`src/rtl/frame_bus_bridge.sv`:
```
// Bridge from the UART command-frame stream to the register bus. It buffers frames in a FIFO and
// runs one bus transaction at a time, finishing on an ack, an ack collision or a timeout.
module frame_bus_bridge #(
  parameter int NUM_SLAVES = 3,
  parameter int ADDR_W     = 4,
  parameter int DATA_W     = 4,
  parameter int FIFO_DEPTH = 4,
  parameter int TIMEOUT    = 16
) (
  input  logic                         clk,
  input  logic                         rst,
  input  logic                         frame_valid,
  input  logic [ADDR_W+DATA_W:0]       frame,
  input  logic [NUM_SLAVES-1:0]        ack,
  input  logic [NUM_SLAVES*DATA_W-1:0] data_out,
  input  logic [NUM_SLAVES-1:0]        data_out_valid,
  output logic                         valid,
  output logic [ADDR_W-1:0]            address,
  output logic [DATA_W-1:0]            data,
  output logic                         rd,
  output logic                         rsp_valid,
  output logic [DATA_W-1:0]            rsp_data,
  output logic [1:0]                   rsp_err,
  output logic                         overflow,
  output logic                         busy
);

  localparam int FRAME_W = 1 + ADDR_W + DATA_W;
  localparam int PTR_W   = $clog2(FIFO_DEPTH);
  localparam int CNT_W   = PTR_W + 1;
  localparam int TMO_W   = $clog2(TIMEOUT + 1);

  localparam logic [1:0] ERR_OK      = 2'b00;
  localparam logic [1:0] ERR_TIMEOUT = 2'b01;
  localparam logic [1:0] ERR_COLL    = 2'b10;

  typedef enum logic [1:0] {S_IDLE, S_WAIT, S_RESP} state_t;

  state_t state, state_next;

  logic [FRAME_W-1:0] mem [FIFO_DEPTH];
  logic [PTR_W-1:0]   wr_ptr, rd_ptr;
  logic [CNT_W-1:0]   count;
  logic               empty, full, push, pop;

  logic [TMO_W-1:0]   tmo_cnt, tmo_next;
  logic [DATA_W-1:0]  rsp_data_next;
  logic [1:0]         rsp_err_next;
  logic               rsp_load;

  logic               ack_any, ack_multi, ack_one;
  logic [DATA_W-1:0]  sel_data;
  logic               sel_dov;

  logic [FRAME_W-1:0] head;

  assign empty = (count == '0);
  assign full  = (count == CNT_W'(FIFO_DEPTH));
  // A full FIFO still accepts a frame when the head leaves in the same cycle.
  assign push  = frame_valid && (!full || pop);
  assign head  = mem[rd_ptr];
  assign busy  = !empty || (state != S_IDLE);

  // ack is one-hot exactly when clearing its lowest set bit leaves nothing behind.
  assign ack_any   = |ack;
  assign ack_multi = |(ack & (ack - NUM_SLAVES'(1)));
  assign ack_one   = ack_any && !ack_multi;

  always_comb begin
    // NOTE: every combinational output gets a default first so no path infers a latch.
    sel_data = '0;
    sel_dov  = 1'b0;
    for (int i = 0; i < NUM_SLAVES; i++) begin
      if (ack[i]) begin
        sel_data = data_out[i*DATA_W +: DATA_W];
        sel_dov  = data_out_valid[i];
      end
    end
  end

  always_comb begin
    state_next    = state;
    pop           = 1'b0;
    tmo_next      = tmo_cnt;
    rsp_load      = 1'b0;
    rsp_data_next = '0;
    rsp_err_next  = ERR_OK;
    case (state)
      S_IDLE: begin
        if (!empty) begin
          pop        = 1'b1;
          tmo_next   = '0;
          state_next = S_WAIT;
        end
      end
      S_WAIT: begin
        tmo_next = tmo_cnt + TMO_W'(1);
        if (ack_multi) begin
          rsp_load     = 1'b1;
          rsp_err_next = ERR_COLL;
          state_next   = S_RESP;
        end else if (ack_one && (!rd || sel_dov)) begin
          rsp_load      = 1'b1;
          rsp_data_next = rd ? sel_data : '0;
          state_next    = S_RESP;
        end else if (tmo_next == TMO_W'(TIMEOUT)) begin
          rsp_load     = 1'b1;
          rsp_err_next = ERR_TIMEOUT;
          state_next   = S_RESP;
        end
      end
      S_RESP:  state_next = S_IDLE;
      default: state_next = S_IDLE;
    endcase
  end

  // NOTE: the FIFO storage has no reset; the pointers and count alone define what is valid.
  always_ff @(posedge clk) begin
    if (push) mem[wr_ptr] <= frame;
  end

  // NOTE: sequential state uses non-blocking assignments only, so every register sees pre-edge values.
  always_ff @(posedge clk) begin
    if (rst) begin
      state     <= S_IDLE;
      wr_ptr    <= '0;
      rd_ptr    <= '0;
      count     <= '0;
      tmo_cnt   <= '0;
      valid     <= 1'b0;
      address   <= '0;
      data      <= '0;
      rd        <= 1'b0;
      rsp_valid <= 1'b0;
      rsp_data  <= '0;
      rsp_err   <= ERR_OK;
      overflow  <= 1'b0;
    end else begin
      state     <= state_next;
      tmo_cnt   <= tmo_next;
      valid     <= (state_next == S_WAIT);
      rsp_valid <= (state_next == S_RESP);
      overflow  <= frame_valid && !push;
      if (push) wr_ptr <= wr_ptr + PTR_W'(1);
      if (pop)  rd_ptr <= rd_ptr + PTR_W'(1);
      if (push && !pop)      count <= count + CNT_W'(1);
      else if (pop && !push) count <= count - CNT_W'(1);
      if (pop) begin
        rd      <= head[FRAME_W-1];
        address <= head[DATA_W +: ADDR_W];
        data    <= head[DATA_W-1:0];
      end
      if (rsp_load) begin
        rsp_data <= rsp_data_next;
        rsp_err  <= rsp_err_next;
      end
    end
  end

endmodule

```
`config.mk`:
```
export PLATFORM = sky130hd
export DESIGN_NAME = frame_bus_bridge
export DESIGN_NICKNAME = d
export VERILOG_FILES = /design/src/rtl/frame_bus_bridge.sv
export SDC_FILE = /design/constraint.sdc
export NUM_CORES = 1
export LEC_CHECK = 0
export BUFFER_PORTS_ARGS = -buffer_cell sky130_fd_sc_hd__clkbuf_2
export CAP_MARGIN = 20
export CELL_PAD_IN_SITES_DETAIL_PLACEMENT = 1
export CELL_PAD_IN_SITES_GLOBAL_PLACEMENT = 2
export CORE_MARGIN = 8
export CORE_UTILIZATION = 37
export CTS_CLUSTER_DIAMETER = 200
export DETAILED_ROUTE_END_ITERATION = 8
export MAX_ROUTING_LAYER = met4
export PLACE_DENSITY = 0.78
export REMOVE_ABC_BUFFERS = 1
export SLEW_MARGIN = 20
export SYNTH_ARGS = -nofsm -noshare
export SYNTH_HDL_FRONTEND = slang
export SYNTH_SLANG_ARGS = --single-unit
```
`constraint.sdc`:
```
create_clock -name clk -period 2.6 [get_ports clk]
set_input_delay 0.13 -clock clk [delete_from_list [all_inputs] [get_ports clk]]
set_output_delay 0.13 -clock clk [all_outputs]
set_load 0.05 [all_outputs]
```
== Word-level counts from Yosys, hierarchy flattened ==
Memory sizes are Yosys's and may differ from the RTL's. A register that Yosys moved wholly into a read port is not among the register bits.
Cells that the tools add are included.
Cells by class
  add/subtract/negate cells: 6
  multiply operators: 0
  divide/modulo/power cells: 0
  order comparisons: 0
  eq/ne operators: 6
  shift operators: 0
  multiplexer cells: 31
  bitwise gates (word level): 1
  reduce and logical (&&, ||, !) cells: 23
Operators with widths (number)
  two-way mux 4 bit: 7
  two-way mux 1 bit: 13
  two-way mux 2 bit: 6
  case mux 5 bit (2 select lines): 1
  logical AND 1 bit: 6
  zero test 1 bit: 6
  two-way mux 3 bit: 2
  nonzero test 2 bit: 3
  OR reduction 3 bit: 2
  subtractor 3 x 1 -> 3 bit (second input constant): 2
  adder 5 x 1 -> 5 bit (second input constant): 1
  == test 5 bit (second input constant): 1
  two-way mux 5 bit: 1
  adder 2 x 1 -> 2 bit (second input constant): 2
  == test 2 x 1 -> 1 bit (second input constant): 2
  case mux 2 bit (2 select lines): 1
  adder 3 x 1 -> 3 bit (second input constant): 1
  AND 3 bit: 1
  == test 3 bit (second input constant): 1
  zero test 3 bit: 1
  logical OR 1 bit: 3
  == test 2 bit (second input constant): 1
  zero test 2 bit: 1
  != test 2 bit (second input constant): 1
  AND reduction 2 bit: 1
Word-level totals
  flip-flop bits (word level): 23
  latch bits: 0
  memory bits (writable): 36
  ROM bits: 0
  bits of input ports: 30
  output and inout port bits: 19
  logic and storage cells: 78
  memories kept: 1
Memory list
  mem: depth 4, bits a word 9, rd ports 1, clocked after memory_dff 1, write ports 1, line 41  | logic [FRAME_W-1:0] mem [FIFO_DEPTH];

== Depth between registers and ports, before layout ==
Gate-level depths: netlist of the first run.
  word-level depth: 10
  depth in mapped cells: 10
  depth with buffers taken out: 9

== Worst setup path after synthesis of the first run ==
No wires, ideal clock.
  path type: register to register
  start: reg count[0]
  end: reg count[2]
  arrival: 2095 ps
  required time: 2530 ps
  slack: 435 ps
  stages on the path, launching flop included: 11
  path buffers: 1
  period minus slack after synthesis: 2165 ps
  path through: dfxtp_1 nor3_1 nor3_1 inv_1 buf_2 ha_1 inv_1 fa_1 xor2_1 or3_1 a21oi_1
Between the ends
  longest elaborated chain between the ends: 8
  elaborated cells between the ends (all ways): 16
  those cells by class: add/sub: 2; eq/ne: 1; mux: 4; reduce/logical: 9
RTL lines
  start: declaration: line 43  | logic [CNT_W-1:0] count;
  start signal: assignment: line 146  | if (push && !pop) count <= count + CNT_W'(1);
  start signal: assignment: line 147  | else if (pop && !push) count <= count - CNT_W'(1);
  zero test 3 bit: line 57  | assign empty = (count == '0);
  two-way mux 1 bit: line 90  | if (!empty) begin
  two-way mux 1 bit: line 88  | case (state)
  logical OR 1 bit: line 60  | assign push = frame_valid && (!full || pop);
  logical AND 1 bit: line 60
  zero test 1 bit: line 147
  logical AND 1 bit: line 147
  nonzero test 2 bit (no line)
Parallel ways exist; a longest one is shown, timed or not. The select of a mux whose other input is x is not followed.
A chain may end at the register's enable or synchronous reset.

== Worst setup path after layout of the first run ==
  start: reg count[0]
  end: reg count[2]
Between the ends
  longest elaborated chain between the ends: 8
  elaborated cells between the ends (all ways): 16
  those cells by class: add/sub: 2; eq/ne: 1; mux: 4; reduce/logical: 9
RTL lines
  zero test 3 bit: line 57
  two-way mux 1 bit: line 90
  two-way mux 1 bit: line 88
  logical OR 1 bit (*): line 60
  logical AND 1 bit (*): line 60
  named net push: line 44  | logic empty, full, push, pop;
  zero test 1 bit: line 147
  logical AND 1 bit: line 147
  nonzero test 2 bit (no line)
Mark *: on every way through the listed nets, which the timed path passes. The rest lies on a longest branch. The select of a mux whose other input is x is not followed.

==> results of run 1 <==
## cells in the final DEF (no fill, tap or decap), types with 4 or more instances in the layout
cell type,synthesis,layout
a21oi_1,18,18
nand2_1,26,26
nor2b_1,5,5
inv_1,13,13
edfxtp_1,36,36
and2_1,4,4
o21ai_0,8,8
a311oi_1,4,4
mux4_2,9,9
nor2_1,10,10
o31ai_1,6,6
clkbuf_8,0,9
buf_4,1,4
clkbuf_2,0,48
inv_6,0,4
nand3b_1,5,5
mux2i_1,4,4
ha_1,6,6
dlygate4sd3_1,0,5
dfxtp_1,32,32
## cells by family (layout without fill, tap and decap cells)
group,count (synthesis),in the layout
simple gates,74,74
buf+inv,25,86
flops,68,68
fa+ha+maj,8,8
xor+xnor,5,5
mux,13,13
compound gates,45,45
## power by group through the flow
stage / registers, mW / logic [mW] / clock network [mW]
3_3_place_gp: 1.47 / 1.13 / 0
6_report: 1.44 / 1.14 / 0.895
3_5_place_dp: 1.47 / 1.14 / 0
4_1_cts: 1.45 / 1.15 / 0.920
5_1_grt: 1.47 / 1.24 / 0.962
2_1_floorplan: 1.67 / 0.573 / 0
## state kept, by name, indices dropped and copies added, names as in the netlist, 3 cells and up
register	cells
tmo_cnt	5
rsp_data	4
address	4
data	4
count	3
mem	36
## final timing paths
kind / start / to / slack [ns] / cells after the start
min reg2reg: address[2] / address[2] / 0.46 / 2
max: count[0] / count[2] / 0.40 / 7
max reg2reg: count[0] / count[2] / 0.40 / 7
min: frame[5] / mem[2][5] / 0.02 / 1
## worst max-delay path, stage by stage, from the launching register on
cell,delay [ns]
dfxtp_1,0.47
o41a_1,0.37
ha_1,0.24
inv_1,0.06
fa_1,0.37
xor2_1,0.16
or3_1,0.31
a21oi_1,0.15
## metal layers
layer  up-vias  GRT usage, %
li1        984             -
met1       940         15.40
met2        45         18.90
met3         8         4.054
met4         0         5.810
met5         -             -
## layout make-up
class	instances	area (sq um)	area share (%)
Tap cell	102	127.6	3.655
Sequential cell	68	1722	49.30
Multi-Input combinational cell	145	1070	30.63
Timing Repair Buffer	57	320.3	9.172
Clock inverter	7	80.08	2.293
Clock buffer	9	123.9	3.547
Inverter	13	48.80	1.397
## timing repair
| item | 4_1_cts | 5_1_grt |
|---|---|---|
| hold endpoints to repair | 20 | 0 |
| hold buffers | 5 | 0 |
| endpoints found under the setup margin | 0 | 0 |
==> flow_summary.json, run 1 <==
{
  "outcome": "complete, no violations",
  "total_power_mw": 3.478,
  "cp_data_required_time_ns": 2.88,
  "cts_tree": "yes",
  "syn_area_per_cell_sq_um": 12.20,
  "synth-compound-area-share_pct": 9.612,
  "whs_ns": 0.01759,
  "cts.sinks": 68,
  "nNetsFinal": 331,
  "met2WireLength_mm": 2.912,
  "grt_use_total_pct": 12.69,
  "yosys.area.top_type": "edfxtp_1",
  "io_pins": 49,
  "period_needed_ns": 2.202,
  "h-tree-depth": 3,
  "seq_area_frac_synth_pct": 59.31,
  "area_delta_synth_final_pct": 20.30,
  "slew_violations": 0,
  "synth_edf_count": 36,
  "fp.dieH_microns": 104.6,
  "netlist_area_sq_um": 2903,
  "postPlaceCellArea_sq_um": 3238,
  "numCtsBuffers": 9,
  "dp.cells": 380,
  "power_density_nw_per_um2": 995.9,
  "ys_ff_latch": 68,
  "floorplan.initialDensity_pct": 37.96,
  "yosys-top-cells-count": "edfxtp_1, dfxtp_1, nand2_1",
  "netlist_top_cells_area": "edfxtp_1, dfxtp_1, mux4_2",
  "yosys.area_share.simple_pct": 13.75,
  "antenna_cells": 0,
  "synth_cells": 238,
  "synth-xor-area-share_pct": 1.509,
  "met1_length_mm": 3.238,
  "routed_wl_mm": 6.514,
  "instances_no_fill": 401,
  "grt_setup_unrepaired": "false",
  "post-cts-setup-buffers": 0,
  "dr.max_layer_used": "met4",
  "grt_pass1_wl_mm": 10.63,
  "grt_start_max_net_pins": 26,
  "ys.flop_type": "edfxtp_1",
  "synth-async-reset-ratio_pct": 0,
  "worstSetupPathType": "reg -> reg",
  "dr_wl_met3_microns": 256,
  "std_cell_rows": 32,
  "avgViaCountPerCell": 4.930,
  "overflow": 0,
  "synth_fa_ha_area_share_pct": 3.621,
  "dieArea_sq_um": 10940,
  "synth_cell_types": 44,
  "p_sw_mw": 1.331,
  "clock.fmax_mhz": 454.1,
  "skew_ns": 0.007754,
  "ir_drop_mv": 0.5041,
  "yosys.area.top_type_share_pct": 37.24,
  "layout-drive-gt1-share_pct": 26.42,
  "tns_ns": 0,
  "internal-power_mw": 2.147,
  "grt_pass1_vias": 2035,
  "cts_root_buf": "clkbuf_8",
  "final_area_sq_um": 3492,
  "final_util_pct": 45.66,
  "place_ws_ns": 0.4181,
  "hold_viol": 0,
  "synth_top_family_by_area": "simple AND/OR/NAND/NOR gates",
  "finalSetupViolations": 0,
  "final_antenna_net_count": 0,
  "antenna_found_initial": 0,
  "drtIter0Drc": 53,
  "yosys_warnings": 0,
  "drc": 0,
  "path_clk_slew_ns": 0.08,
  "switching_share_pct": 38.27,
  "die_x_microns": 104.6,
  "synth_mux_area_share_pct": 8.362,
  "clockBufferDepth": 2,
  "clock_latency_ns": 0.35,
  "p_clk_share_pct": 25.7,
  "fin_crit_sh_pct": 84.70,
  "cts.repair.resized": 0,
  "synthMostInstantiatedCell": "edfxtp_1",
  "worst_pin_slew_ns": 0.6804,
  "maxCapViolations": 0,
  "hpwl_mm": 4.646,
  "crit_arrival_ns": 2.48,
  "p_seq_share_pct": 41.5,
  "wire_per_inst_microns": 16.24,
  "core_sq_um": 7647,
  "setup_slack_ns": 0.3979,
  "power_frac_comb_pct": 32.7,
  "dr.pass1.iters": 4,
  "start_kind": "flip-flop",
  "p_leak_nw": 1.320,
  "slew_headroom_pct": 54.58,
  "cp_max_fo": 7,
  "portBuffers": 48,
  "vias": 1977,
  "endpoint_kind": "flip-flop",
  "min_path_type": "in -> reg",
  "fill_cells": 809,
  "gp_congestion": 0.7184
}
(Power assumes the default switching activity.)
==> run 2, diff against run 1 <==
Clock period 2.6 ns to 2.15 ns, I/O delays scaled along.
==> run 2 against run 1 <==
Clock-buffer cell count did not move. Utilization rose by 1.3 points. Clock skew rose by 0.0011 ns. Worst hold slack improved by 0.073 ns. Via count rose by 3.3%. Flip-flop and latch count did not move. Setup slack got worse by 0.28 ns. Cell count rose by 2.0%. First-iteration DRC count rose by 11%. Combinational power rose by 30%. Sequential share of layout area fell by 1.3 points. Register-to-register slack got worse by 0.28 ns. Critical endpoint unchanged. Largest cell class unchanged.
==> flow_summary.json, run 2 (synthesis results as in run 1) <==
{
  "dieArea_sq_um": 10940,
  "nNetsFinal": 339,
  "clock_latency_ns": 0.34,
  "vias": 2042,
  "postPlaceCellArea_sq_um": 3268,
  "final_cell_mix": "clkbuf_2, edfxtp_1, dfxtp_1, nand2_1, a21oi_1",
  "clock.fmax_mhz": 492.0,
  "cp_data_required_time_ns": 2.42,
  "ir_drop_mv": 0.5555,
  "min_from": "frame_valid",
  "fill_cells": 814,
  "maxCapViolations": 0,
  "instances_no_fill": 409,
  "antenna_found_initial": 0,
  "wire_per_inst_microns": 16.39,
  "overflow": 0,
  "power_density_nw_per_um2": 1209,
  "grt_pass1_wl_mm": 11.34,
  "core_sq_um": 7647,
  "r2r_start": "count[0]",
  "cts_root_buf": "clkbuf_8",
  "outcome": "complete, no violations",
  "std_cell_rows": 32,
  "slew_headroom_pct": 56.85,
  "routed_wl_mm": 6.702,
  "cts.sinks": 68,
  "start_kind": "flip-flop",
  "skew_ns": 0.008875,
  "endpoint_kind": "flip-flop",
  "final_area_sq_um": 3588,
  "slew_violations": 0,
  "path_clk_slew_ns": 0.07,
  "fp.dieH_microns": 104.6,
  "setup_slack_ns": 0.1174,
  "crit_arrival_ns": 2.31,
  "place_ws_ns": 0.09387,
  "largest_register_ffs": 36,
  "fin_crit_sh_pct": 94.54,
  "regArea_sq_um": 1722,
  "h-tree-depth": 3,
  "gp_congestion": 0.7609,
  "dp.cells": 384,
  "dr.pass1.iters": 4,
  "whs_ns": 0.09034,
  "multi_input_area_sq_um": 1077,
  "grt_use_total_pct": 13.55,
  "numCtsBuffers": 9,
  "avgViaCountPerCell": 4.993,
  "top_regs": "mem (36), tmo_cnt (5)",
  "drc": 0,
  "hpwl_mm": 4.762,
  "area_delta_synth_final_pct": 23.62,
  "die_x_microns": 104.6,
  "crit_path_start": "count[0]",
  "hold_viol": 0,
  "period_needed_ns": 2.033,
  "portBuffers": 48,
  "p_leak_nw": 1.372,
  "antenna_cells": 0,
  "grt_start_max_net_pins": 26,
  "floorplan.initialDensity_pct": 37.96,
  "io_pins": 49,
  "finalSetupViolations": 0,
  "cp_max_fo": 5,
  "min_path_type": "in -> reg",
  "grt_pass1_vias": 2176,
  "cts_tree": "yes",
  "final_antenna_net_count": 0,
  "worstSetupPathType": "reg -> reg",
  "total_power_mw": 4.337,
  "drtIter0Drc": 59,
  "final_common_cell": "clkbuf_2",
  "clockBufferDepth": 2,
  "layout-drive-gt1-share_pct": 27.69,
  "top_register": "mem",
  "grt_setup_unrepaired": "false",
  "worst_pin_slew_ns": 0.6417
}
## run 2: through the flow
step,setup TNS [ns],util [%]
2_1_floorplan,-0.8450,-
3_3_place_gp,0,42.74
3_5_place_dp,0,42.74
4_1_cts,0,46.83
5_1_grt,0,46.92
6_report,0,46.92
## run 2: worst paths after layout
check	endpoint	slack, ns	cells past startpoint
max	count[2]	0.12	8
min	overflow	0.09	2
max reg2reg	count[2]	0.12	8
min reg2reg	address[0]	0.46	2
## run 2: power by group
group	leakage (nW)	internal, mW	switching, mW
registers	0.592	1.56	0.133
logic	0.670	0.519	0.957
clock network	0.110	0.658	0.508
total	1.37	2.74	1.60
## run 2: worst max-delay path: stages (launching register included)
cell and delay [ns]:
dfxtp_1 0.32, buf_4 0.16, o41a_1 0.45, ha_1 0.24
inv_1 0.07, fa_1 0.17, xor2_1 0.08, or3_1 0.32
a21oi_1 0.15
## run 2: cell type report
type	instances	share of cell area [%]
multi-input cells	145	30.02
inverters	13	1.360
clock inverters	7	2.755
repair buffers	65	10.88
clock buffers	9	3.452
flip-flops and latches	68	47.98
well taps	102	3.556
## run 2: per-layer routing
| metal | routed length, microns | up-vias | GRT usage, % |
|---|---|---|---|
| li1 | - | 1006 | - |
| met1 | 3195 | 979 | 16.43 |
| met2 | 3080 | 49 | 20.31 |
| met4 | 72 | 0 | 4.281 |
| met5 | 0 | - | - |
| met3 | 353 | 8 | 5.344 |
## run 2: repair_timing
action,in CTS,in global routing
hold buffers,9,0
gates resized for setup,0,2
endpoints found under the hold margin,36,0
buffers inserted,0,0
endpoints found under the setup margin,0,1
==> run 3, diff against run 2 <==
Settings changed: RECOVER_POWER set to 25.
==> run 3 against run 2 <==
Global-route usage stayed put. Clock skew about the same. Non-clock buffer count unchanged. First-iteration DRC count is 6.8% higher. Setup slack about the same. Register-to-register slack about the same. Critical endpoint unchanged. Largest power group unchanged. Highest routed layer unchanged.
==> flow_summary.json, run 3 (synthesis results as in run 1) <==
{
  "worst_pin_slew_ns": 0.6087,
  "ir_drop_mv": 0.5550,
  "crit_path_start": "count[0]",
  "nNetsFinal": 339,
  "cp.depth": 8,
  "final_antenna_net_count": 0,
  "fin_crit_sh_pct": 94.54,
  "antenna_cells": 0,
  "gp_congestion": 0.7609,
  "grt_pass1_wl_mm": 11.34,
  "crit_end": "count[2]",
  "rr_endpoint": "count[2]",
  "top_regs": "mem (36), tmo_cnt (5)",
  "drtIter0Drc": 63,
  "cp_slowest_cell": "o41a_1",
  "crit_arrival_ns": 2.31,
  "p_leak_nw": 1.345,
  "whs_ns": 0.09043,
  "tns_ns": 0,
  "min_path_type": "in -> reg",
  "wire_per_inst_microns": 16.40,
  "die_x_microns": 104.6,
  "cts_tree": "yes",
  "cp_max_fo": 5,
  "grt_pass1_vias": 2176,
  "skew_ns": 0.009306,
  "h-tree-depth": 3,
  "portBuffers": 48,
  "worstSetupPathType": "reg -> reg",
  "grt_setup_unrepaired": "false",
  "avgViaCountPerCell": 4.990,
  "io_pins": 49,
  "postPlaceCellArea_sq_um": 3268,
  "grt_use_total_pct": 13.55,
  "cp_data_required_time_ns": 2.42,
  "maxCapViolations": 0,
  "hold_viol": 0,
  "overflow": 0,
  "final_util_pct": 46.78,
  "r2r_cells": 8,
  "cpLargestDelayFamily": "compound AO/OA/AOI/OAI gates",
  "numCtsBuffers": 9,
  "layout-drive-gt1-share_pct": 24.76,
  "dieArea_sq_um": 10940,
  "path_buf_inv": 2,
  "final_area_sq_um": 3577,
  "area_delta_synth_final_pct": 23.23,
  "routed_wl_mm": 6.709,
  "core_sq_um": 7647,
  "cts.sinks": 68,
  "power_density_nw_per_um2": 1212,
  "clock.fmax_mhz": 492.0,
  "slew_headroom_pct": 59.07,
  "start_kind": "flip-flop",
  "hpwl_mm": 4.762,
  "clockBufferDepth": 2,
  "finalSetupViolations": 0,
  "max_stage_delay_ns": 0.45,
  "grt_start_max_net_pins": 26,
  "r2r_start": "count[0]",
  "period_needed_ns": 2.033,
  "cts_root_buf": "clkbuf_8",
  "final_cell_mix": "clkbuf_2, edfxtp_1, dfxtp_1, nand2_1, a21oi_1",
  "largest_register_ffs": 36,
  "dr.pass1.iters": 4,
  "drc": 0,
  "top_register": "mem",
  "path_clk_slew_ns": 0.07,
  "outcome": "complete, no violations",
  "antenna_found_initial": 0,
  "worstPathCellList": "buf_4 > o41a_1 > ha_1 > inv_1 > fa_1 > xor2_1 > or3_1 > a21oi_1",
  "fp.dieH_microns": 104.6,
  "endpoint_kind": "flip-flop",
  "std_cell_rows": 32,
  "final_common_cell": "clkbuf_2",
  "clock_latency_ns": 0.34,
  "floorplan.initialDensity_pct": 37.96,
  "vias": 2041,
  "slew_violations": 0,
  "rrSetupSlack_ns": 0.12
}
==> run 3: cell types whose count changed in the layout (fill, tap and decap cells not counted) <==
cell	change
clkbuf_2	-9
clkbuf_1	+9
==> run 3: repair_timing <==
item	4_1_cts	5_1_grt
hold buffers	9	0
resized for setup	0	2
buffers inserted	0	0
hold endpoints to repair	36	0
endpoints found under the setup margin	0	1
==> run 3: worst min path at each step <==
stage                      startpoint  depth (start not counted)         end  slack (ns)
after floorplan                   rst                          1  address[0]        0.18
after global placement       frame[2]                          1   mem[2][2]        0.33
after detailed placement     frame[2]                          1   mem[1][2]        0.33
after CTS                 frame_valid                          2    overflow        0.07
after global routing      frame_valid                          2    overflow        0.08
final                     frame_valid                          2    overflow        0.09
==> run 3: layout make-up <==
cell class                      instances  area, sq um
Sequential cell                        68         1722
Clock inverter                          7        98.84
Timing Repair Buffer                   65        379.1
Inverter                               13        48.80
Multi-Input combinational cell        145         1077
Fill cell                             815         4070
Clock buffer                            9        123.9
Tap cell                              102        127.6
==> run 3: power by group <==
| part | leakage, nW | internal, mW | switching (mW) | total [mW] |
|---|---|---|---|---|
| Clock | 0.110 | 0.658 | 0.507 | 1.17 |
| Combinational | 0.643 | 0.516 | 0.957 | 1.47 |
| Sequential | 0.592 | 1.56 | 0.133 | 1.70 |
| Total | 1.35 | 2.74 | 1.60 | 4.33 |
==> run 3: layer usage <==
layer	GRT usage [%]	part of all wire [%]	up-vias
met5	-	0	-
met4	4.281	0.98	0
met3	5.344	5.9	6
met2	20.31	46	52
met1	16.43	47	979
li1	-	-	1004
==> run 3: through the flow <==
| step | cells | setup slack [ns] | power, mW |
|---|---|---|---|
| global placement | 384 | 0.1543 | 3.168 |
| finish | 409 | 0.1174 | 4.335 |
| floorplan | 226 | -0.4103 | 2.716 |
| detailed placement | 384 | 0.09387 | 3.199 |
| global route | 409 | 0.007796 | 4.615 |
| CTS | 409 | 0.04867 | 4.400 |
